[src/rtl/rf_wb_arbiter_pkg.sv]
// rf_wb_arbiter_pkg: shared levels and helpers for the regfile writeback arbiter.
package rf_wb_arbiter_pkg;
    localparam logic RST_N_ACTIVE = 1'b0;
    localparam logic WENA_ACTIVE  = 1'b1;
    localparam int   REG_ZERO     = 0;

    // True when more than one bit is set; requester vectors are at most 8 wide.
    function automatic logic multi_hot(input logic [7:0] v);
        return (v & (v - 8'd1)) != 8'd0;
    endfunction
endpackage

[src/rtl/rf_wb_arbiter_rr_pick.sv]
// rr_pick: combinational round-robin picker; search starts at ptr+1 and wraps.
// Produces a one-hot grant, or zero when nothing is valid.
module rr_pick #(
    parameter int N  = 3,
    parameter int PW = 2
) (
    input  logic [N-1:0]  valid,
    input  logic [PW-1:0] ptr,
    output logic [N-1:0]  grant
);
    logic [PW:0]  sh;
    logic [N-1:0] rot;
    logic [N-1:0] low;

    // Rotate so the highest-priority source lands at bit 0, isolate the lowest set bit, rotate back.
    always_comb begin
        sh    = {1'b0, ptr} + 1'b1;
        rot   = N'({valid, valid} >> sh);
        low   = rot & (~rot + 1'b1);
        grant = N'(({low, low} << sh) >> N);
    end
endmodule

[src/rtl/rf_wb_arbiter.sv]
// rf_wb_arbiter: round-robin sharing of the single regfile write port, r0 writes dropped.
// Optional busy-bit scoreboard for issue stalls is enabled by WB_SCOREBOARD_EN.
module rf_wb_arbiter
    import rf_wb_arbiter_pkg::*;
#(
    parameter int NUM_REQ = 3,
    parameter int ADDR_W  = 5,
    parameter int DATA_W  = 32,
    parameter int CNT_W   = 16,
    localparam int IW     = $clog2(NUM_REQ)
) (
    input  logic                      clk,
    input  logic                      rst,
    input  logic [NUM_REQ-1:0]        req_valid,
    output logic [NUM_REQ-1:0]        req_ready,
    input  logic [NUM_REQ*ADDR_W-1:0] req_waddr,
    input  logic [NUM_REQ*DATA_W-1:0] req_wdata,
    output logic                      rf_wena,
    output logic [ADDR_W-1:0]         rf_waddr,
    output logic [DATA_W-1:0]         rf_wdata,
    output logic [IW-1:0]             grant_id,
    output logic [CNT_W-1:0]          conflict_cnt,
    input  logic                      issue_valid,
    input  logic [ADDR_W-1:0]         issue_rd,
    input  logic [ADDR_W-1:0]         chk_addr1,
    input  logic [ADDR_W-1:0]         chk_addr2,
    output logic                      chk_busy1,
    output logic                      chk_busy2
);
    logic [NUM_REQ-1:0] pick;
    logic [IW-1:0]      gidx;
    logic               xfer;
    logic [ADDR_W-1:0]  sel_addr;
    logic [IW-1:0]      ptr_q, ptr_d, grant_id_q, grant_id_d;
    logic               rf_wena_q, rf_wena_d;
    logic [ADDR_W-1:0]  rf_waddr_q, rf_waddr_d;
    logic [DATA_W-1:0]  rf_wdata_q, rf_wdata_d;
    logic [CNT_W-1:0]   cnt_q, cnt_d;

    rr_pick #(.N(NUM_REQ), .PW(IW)) u_pick (
        .valid (req_valid),
        .ptr   (ptr_q),
        .grant (pick)
    );

    always_comb begin
        gidx = '0;
        for (int i = 0; i < NUM_REQ; i++)
            if (pick[i]) gidx = IW'(i);
        req_ready  = (rst == RST_N_ACTIVE) ? '0 : pick;
        xfer       = |(req_valid & req_ready);
        sel_addr   = req_waddr[gidx*ADDR_W +: ADDR_W];
        ptr_d      = xfer ? gidx : ptr_q;
        // An r0 write still consumes its grant; only the enable is suppressed.
        rf_wena_d  = (xfer && sel_addr != ADDR_W'(REG_ZERO)) ? WENA_ACTIVE : ~WENA_ACTIVE;
        rf_waddr_d = xfer ? sel_addr : rf_waddr_q;
        rf_wdata_d = xfer ? req_wdata[gidx*DATA_W +: DATA_W] : rf_wdata_q;
        grant_id_d = xfer ? gidx : grant_id_q;
        cnt_d      = (multi_hot(8'(req_valid)) && !(&cnt_q)) ? cnt_q + 1'b1 : cnt_q;
    end

    always_ff @(posedge clk) begin
        if (rst == RST_N_ACTIVE) begin
            ptr_q      <= IW'(NUM_REQ - 1);
            rf_wena_q  <= ~WENA_ACTIVE;
            rf_waddr_q <= '0;
            rf_wdata_q <= '0;
            grant_id_q <= '0;
            cnt_q      <= '0;
        end else begin
            ptr_q      <= ptr_d;
            rf_wena_q  <= rf_wena_d;
            rf_waddr_q <= rf_waddr_d;
            rf_wdata_q <= rf_wdata_d;
            grant_id_q <= grant_id_d;
            cnt_q      <= cnt_d;
        end
    end

    assign rf_wena      = rf_wena_q;
    assign rf_waddr     = rf_waddr_q;
    assign rf_wdata     = rf_wdata_q;
    assign grant_id     = grant_id_q;
    assign conflict_cnt = cnt_q;

`ifdef WB_SCOREBOARD_EN
    localparam int NR = 1 << ADDR_W;
    logic [NR-1:0] pend_q, pend_d;

    // Set after clear so an issue landing on a committing register stays pending.
    always_comb begin
        pend_d = pend_q;
        if (rf_wena_q == WENA_ACTIVE) pend_d[rf_waddr_q] = 1'b0;
        if (issue_valid && issue_rd != ADDR_W'(REG_ZERO)) pend_d[issue_rd] = 1'b1;
    end

    always_ff @(posedge clk) begin
        if (rst == RST_N_ACTIVE) pend_q <= '0;
        else pend_q <= pend_d;
    end

    // The committing write is forwarded by the regfile, so it does not count as busy.
    assign chk_busy1 = (chk_addr1 != ADDR_W'(REG_ZERO)) && pend_q[chk_addr1] &&
                       !(rf_wena_q == WENA_ACTIVE && rf_waddr_q == chk_addr1);
    assign chk_busy2 = (chk_addr2 != ADDR_W'(REG_ZERO)) && pend_q[chk_addr2] &&
                       !(rf_wena_q == WENA_ACTIVE && rf_waddr_q == chk_addr2);
`else
    logic sb_unused;
    assign sb_unused = ^{issue_valid, issue_rd, chk_addr1, chk_addr2};
    assign chk_busy1 = 1'b0;
    assign chk_busy2 = 1'b0;
`endif
endmodule
[config.mk]
export PLATFORM = sky130hd
export DESIGN_NAME = rf_wb_arbiter
export DESIGN_NICKNAME = d
export VERILOG_FILES = /design/src/rtl/rf_wb_arbiter_pkg.sv /design/src/rtl/rf_wb_arbiter_rr_pick.sv /design/src/rtl/rf_wb_arbiter.sv
export SDC_FILE = /design/constraint.sdc
export NUM_CORES = 1
export LEC_CHECK = 0
export ABC_AREA = 1
export CELL_PAD_IN_SITES_DETAIL_PLACEMENT = 1
export CELL_PAD_IN_SITES_GLOBAL_PLACEMENT = 1
export CORE_ASPECT_RATIO = 0.8
export CORE_MARGIN = 1.5
export CORE_UTILIZATION = 27
export DETAILED_ROUTE_END_ITERATION = 8
export GPL_ROUTABILITY_DRIVEN = 0
export GPL_TIMING_DRIVEN = 0
export PLACE_DENSITY_LB_ADDON = 0.1
export SETUP_SLACK_MARGIN = 0.05
export SLEW_MARGIN = 20
export SYNTH_ARGS = -nofsm -noshare
export SYNTH_HDL_FRONTEND = slang
export SYNTH_SLANG_ARGS = --single-unit
[constraint.sdc]
create_clock -name clk -period 3.5 [get_ports clk]
set_input_delay 0.875 -clock clk [delete_from_list [all_inputs] [get_ports clk]]
set_output_delay 0.875 -clock clk [all_outputs]
set_load 0.01 [all_outputs]
==> summary.md, run 1 <==
| Metric | Value |
|---|---|
| Post-detailed-route count of antenna-violating nets | 0 |
| Worst Setup Start Kind | primary input |
| #FFs+latches synth | 57 |
| Number of iterations in the first detailed-routing pass | 4 |
| CORE AREA | 12300 um^2 |
| Power per cell area | 850 nW/um^2 |
| Mapped Avg Cell Area | approximately 6.6 um^2 |
| Placement Rows | 36 |
| Final nets | approximately 850 |
| Critical Path RT | 2620 ps |
| Design Area, Final | around 5700 um^2 |
| Synthesized netlist cell count | about 530 |
| Die span in y | 104 um |
| PortBufs | roughly 170 |
| DRC | 0 |
| Combinational power share | 63.4% |
| Sequential element share of the synthesized area | 33.2% |
| Die area | 13400 um^2 |
| CTS buffer count | 9 |
| Slew HR | a little under three fifths |
| Share of post-route cells with drive strength above 1 | 9.21% |
| Asr flop ratio synth | 0% |
| CTS root buffer | clkbuf_16 |
| TritonCTS Sinks | 57 |
| Crit path DAT | 2460 ps |
| Largest net degree at the start of global routing | 12 |
| Clock Skew | slightly above 10 ps |
| Synth Warn # | 0 |
| Worst slack at placement | -639 ps |
| Sw power | 2.32 mW |
| Switching Share | 47.4% |
| Synth unique cells | 40 |
| Remaining Overflow, GRT | 0 |
| TritonCTS clock tree | built |
| Peak VDD IR | 0.000265 V |
| Routed WL | about 14000 um |
| Max clock buf depth | 2 |
| Clock-pin transition on the worst setup and hold timing paths | ~50 ps |
| Area post-placement | 5400 um^2 |
| Critical Path End Type | primary output |
| Fin. Hold Viols | 0 |
| WS Path Type | primary input to primary output |
| Final Setup Violations | 0 |
| Unrepaired setup endpoints after global routing | no |
| Internal | 2.57 mW |
| Initial antenna violation count | 0 |
| Iteration-0 DRC Markers | 103 |
| Tightest Pin Transition | 667 ps |
| I/O pins | around 190 |
| Vias in the first global route | 4463 |
| Clock Latency Late Sink | around 340 ps |
| Min Tclk post-route | 3330 ps |
| Pleak | 2.41 nW |
| Routed via count | 4152 |
| Register share of total power | 18.0% |
| CTS H-tree depth | 3 |
| Mapped cell area | 3440 um^2 |
| Achievable frequency | 300 MHz |
| Path type of the worst min-delay path | flop to flop |
| DR vias/cell | 4.68 |
| Mean routed wirelength per cell | 15.6 um |
| Number of synthesized flops with an enable pin | 0 |
| Gr usage total | 21.1% |
| Status | finished clean |
| Slew Viols, Final | 0 |
| HPWL after DPL | 10900 um |
| Clk pwr share | 18.5% |
| Top FF cell, synth | dfxtp_1 |
| Max Cap Violations | 0 |
| First-pass GRT wire length | between 20000 and 25000 um |
| # fillers | ~1600 |
| Critical path fanouts, max | 10 |
| Final period util | 95.2% |
| Area Growth Syn to Fin | 67.0% |
| Initial core utilization | 28.0% |
| Antenna cells | 0 |
| Die Width | 129 um |
| Setup slack after layout | approximately 170 ps |
per-stage QoR:
stage / instances / util, % / hold slack (ps) / TNS, ps / power (mW)
floorplan: 526 / - / 507 / 0 / 2.87
global placement: 871 / 43.9 / 476 / -1210 / 3.92
detailed placement: 871 / 43.9 / 489 / -1400 / 3.99
CTS: 888 / 46.6 / 504 / 0 / 4.94
global route: 888 / 46.7 / 528 / 0 / 5.38
finish: 888 / 46.7 / 493 / 0 / 4.89
kinds of logic (layout without fill, tap and decap cells):
logic type	after synthesis	after routing	share of synthesized area [%]
and+or+nand+nor	277	277	35.0
AOI/OAI and AO/OA	124	124	21.2
buffers and inverters	62	253	9.24
DFF	57	57	33.2
adders and majority gates	2	2	0.727
xor gates and xnor gates	2	2	0.509
other	1	2	0.109
layout by cell type (no fill, tap or decap), types with 3 or more instances in the layout:
cell	netlist	final
a21oi_1	16	16
a21oi_2	3	3
buf_2	8	8
buf_4	4	5
buf_6	8	8
clkbuf_1	10	10
clkbuf_16	0	9
clkdlybuf4s50_1	0	168
clkinvlp_4	0	3
dfxtp_1	57	57
inv_1	29	29
nand2_1	111	107
nand2_2	5	7
nand2_4	2	4
nand3_1	28	26
nand3_2	1	3
nand4_1	11	11
nor2_1	104	104
nor2_4	2	3
nor3_1	3	3
o21ai_0	54	54
o21ai_1	14	14
o21bai_1	31	31
path summary, 6_finish.rpt:
| check | startpoint | to | slack, ps | cells past startpoint |
|---|---|---|---|---|
| worst min register to register | rf_wdata[20] | rf_wdata[20] | 490 | 2 |
| worst min-delay path | rf_wdata[20] | rf_wdata[20] | 490 | 2 |
| worst max register to register | ptr_q[0] | rf_wdata[1] | 820 | 14 |
| worst max-delay path | rst | req_ready[1] | 170 | 5 |
registers in the layout, indices dropped and copies added (netlist names):
signal	cells
grant_id	1
rf_wdata	32
rf_wena	1
conflict_cnt	16
rf_waddr	5
ptr_q	2
power by group through the flow:
| stage | clock network (mW) | logic, mW | registers, mW |
|---|---|---|---|
| after floorplan | 0 | 1.94 | 0.937 |
| after global placement | 0 | 3.04 | 0.885 |
| after detailed placement | 0 | 3.10 | 0.894 |
| after CTS | 0.920 | 3.14 | 0.883 |
| after global routing | 0.949 | 3.53 | 0.898 |
| final | 0.906 | 3.10 | 0.882 |
worst max-delay path, stage by stage:
cell	delay, ps
clkdlybuf4s50_1	510
inv_1	120
clkbuf_1	520
nor2_4	110
dlygate4sd2_1	310
cells in the mapped netlist (all sizes together) (2+ instances only):
master | n | area share [%]
clkbuf | 10 | 1.1
o21ai | 68 | 9.9
a21oi | 19 | 3.1
nand2 | 118 | 14
ha | 2 | 0.73
inv | 31 | 3.4
nand4 | 11 | 2.0
nor3 | 3 | 0.44
nand3 | 31 | 5.4
buf | 20 | 4.7
dfxtp | 57 | 33
and2 | 2 | 0.36
nor2 | 107 | 12
o21bai | 31 | 6.8
area by class of cell:
class	instances	area (um^2)	share of cell area (%)
inverters	32	120	2.09
well taps	171	214	3.72
clock buffers	10	239	4.16
plain buffers	30	198	3.44
multi-input cells	407	2030	35.3
clock inverters	6	66.3	1.15
repair buffers	175	1740	30.2
flip-flops and latches	57	1140	19.9
layer usage:
metal | global-route usage [%] | vias to the layer above | wire [um]
met5 | 0 | - | 0
met1 | 25.7 | 1911 | 6320
li1 | - | 2095 | -
met4 | 7.54 | 0 | 312
met2 | 34.9 | 124 | 6190
met3 | 6.12 | 22 | 1020
what timing repair did:
action,4_1_cts,5_1_grt
pin swaps,1,2
gates resized for setup,12,11
setup buffers,1,0
setup endpoints to repair,3,3
hold buffers,0,0
No activity file was read; power rests on OpenSTA's default activity.
==> run 2, diff against run 1 <==
- SETUP_SLACK_MARGIN: 0.05 -> default
==> summary.md, run 2 (synthesis results as in run 1) <==
| Metric | Value |
|---|---|
| Status | finished clean (unchanged) |
| Die span in y | 104 um (unchanged) |
| Power per cell area | 850 nW/um^2 (about the same) |
| Worst slack at placement | -639 ps (unchanged) |
| # fillers | 1557 (was 1556) |
| Routed WL | 13800 um (about the same) |
| Critical Path End Type | primary output (unchanged) |
| Sw power | 2.32 mW (about the same) |
| Area Growth Syn to Fin | 67.1% (was 67.0%) |
| Mean routed wirelength per cell | 15.6 um (about the same) |
| TritonCTS Sinks | 57 (unchanged) |
| Switching Share | 47.4% (about the same) |
| Share of post-route cells with drive strength above 1 | 9.07% (was 9.21%) |
| HPWL after DPL | 10900 um (unchanged) |
| Register share of total power | 18.0% (about the same) |
| Clk pwr share | 18.5% (about the same) |
| Min Tclk post-route | 3350 ps (was 3330 ps) |
| Clock Skew | 10.4 ps (about the same) |
| DR vias/cell | 4.68 (about the same) |
| I/O pins | 193 (unchanged) |
| Critical Path RT | 2620 ps (about the same) |
| Slew Viols, Final | 0 (unchanged) |
| Initial antenna violation count | 0 (unchanged) |
| Fin. Hold Viols | 0 (unchanged) |
| Pleak | 2.42 nW (was 2.41 nW) |
| Vias in the first global route | 4457 (was 4463) |
| Die area | 13400 um^2 (unchanged) |
| Fin util | 46.7% (about the same) |
| Die Width | 129 um (unchanged) |
| Placement Rows | 36 (unchanged) |
| Final Setup Violations | 0 (unchanged) |
| Internal | 2.57 mW (about the same) |
| Hold path cells | 2 (unchanged) |
| Peak VDD IR | 0.000265 V (about the same) |
| Crit path DAT | 2470 ps (was 2460 ps) |
| Tightest Pin Transition | 679 ps (was 667 ps) |
| Design Area, Final | 5750 um^2 (about the same) |
| First-pass GRT wire length | 22200 um (about the same) |
| TritonCTS clock tree | built (unchanged) |
| PortBufs | 174 (unchanged) |
| CTS root buffer | clkbuf_16 (unchanged) |
| CORE AREA | 12300 um^2 (unchanged) |
| WHS | 493 ps (unchanged) |
| Routed via count | 4153 (was 4152) |
| Post-detailed-route count of antenna-violating nets | 0 (unchanged) |
| Max Cap Violations | 0 (unchanged) |
| Largest net degree at the start of global routing | 12 (unchanged) |
| CTS buffer count | 9 (unchanged) |
| Most common cell after layout, fill and taps aside | clkdlybuf4s50_1 (unchanged) |
| Area post-placement | 5400 um^2 (unchanged) |
| Initial core utilization | 28.0% (unchanged) |
| Worst Reg-to-Reg Cells | 15 (was 14) |
| Worst Setup Start Kind | primary input (unchanged) |
| Max reg flops | 32 (unchanged) |
| Achievable frequency | 299 MHz (was 300 MHz) |
| CTS H-tree depth | 3 (unchanged) |
| Setup slack after layout | 151 ps (was 168 ps) |
| Antenna cells | 0 (unchanged) |
| Unrepaired setup endpoints after global routing | no (unchanged) |
| Cts hold-fix bufs | 0 (unchanged) |
| Clock Latency Late Sink | 340 ps (about the same) |
| Remaining Overflow, GRT | 0 (unchanged) |
| Final period util | 95.7% (was 95.2%) |
| Slew HR | 54.7% (was 55.5%) |
| Max clock buf depth | 2 (unchanged) |
| WS Path Type | primary input to primary output (unchanged) |
| Critical path fanouts, max | 6 (was 10) |
| Commonest cells after routing, fill and taps aside | clkdlybuf4s50_1, nand2_1, nor2_1 (unchanged) |
| Combinational power share | 63.4% (about the same) |
| Clock-pin transition on the worst setup and hold timing paths | 50 ps (about the same) |
| Number of iterations in the first detailed-routing pass | 4 (unchanged) |
| DRC | 0 (unchanged) |
| Iteration-0 DRC Markers | 122 (was 103) |
| Final nets | 846 (unchanged) |
| Path type of the worst min-delay path | flop to flop (unchanged) |
| Gr usage total | 21.1% (unchanged) |
==> run 2: worst max-delay path, stage by stage <==
cell	delay, ps
dlygate4sd2_1	290
nand2_2	110
nand3_2	110
nand2_4	120
nand3_1	80
nand2_1	120
nand2_2	90
nand3_4	130
nand2_4	100
nor2_4	150
dlygate4sd2_1	290
==> run 2: final timing paths <==
check                                   from      endpoint  slack [ps]
worst max register to register      ptr_q[0]   rf_wdata[1]         820
worst min-delay path            rf_wdata[20]  rf_wdata[20]         490
worst max-delay path            req_valid[0]  req_ready[1]         150
worst min register to register  rf_wdata[20]  rf_wdata[20]         490
==> run 2: power by group through the flow <==
stage          Clock (mW)  Combinational [mW]  Sequential (mW)
5_1_grt             0.949                3.53            0.898
3_3_place_gp            0                3.04            0.885
3_5_place_dp            0                3.10            0.894
6_report            0.906                3.10            0.882
2_1_floorplan           0                1.94            0.937
4_1_cts             0.920                3.13            0.883
==> run 2: per-stage QoR <==
step	power [mW]	cells	TNS (ps)
floorplan	2.87	526	0
global placement	3.92	871	-1210
detailed placement	3.99	871	-1400
CTS	4.94	888	0
global route	5.38	888	0
finish	4.89	888	0
==> run 2: cell type report <==
type	count	area [um^2]	share of cell area, %
multi-input cells	407	2030	35.3
repair buffers	175	1740	30.3
flip-flops and latches	57	1140	19.9
clock buffers	10	239	4.16
well taps	171	214	3.72
plain buffers	30	198	3.44
inverters	32	120	2.09
clock inverters	6	66.3	1.15
==> run 2: timing repair <==
action / in CTS / in global routing
gates resized for setup: 11 / 9
buffers inserted: 1 / 0
cloned: 0 / 0
pin swaps: 1 / 2
setup endpoints to repair: 3 / 3
==> run 2: per-layer routing <==
metal	global-route usage, %	vias up	share of wire (%)
li1	-	2093	-
met1	25.7	1914	46
met2	34.9	124	45
met3	6.12	22	7.4
met4	7.54	0	2.3
met5	0	-	0
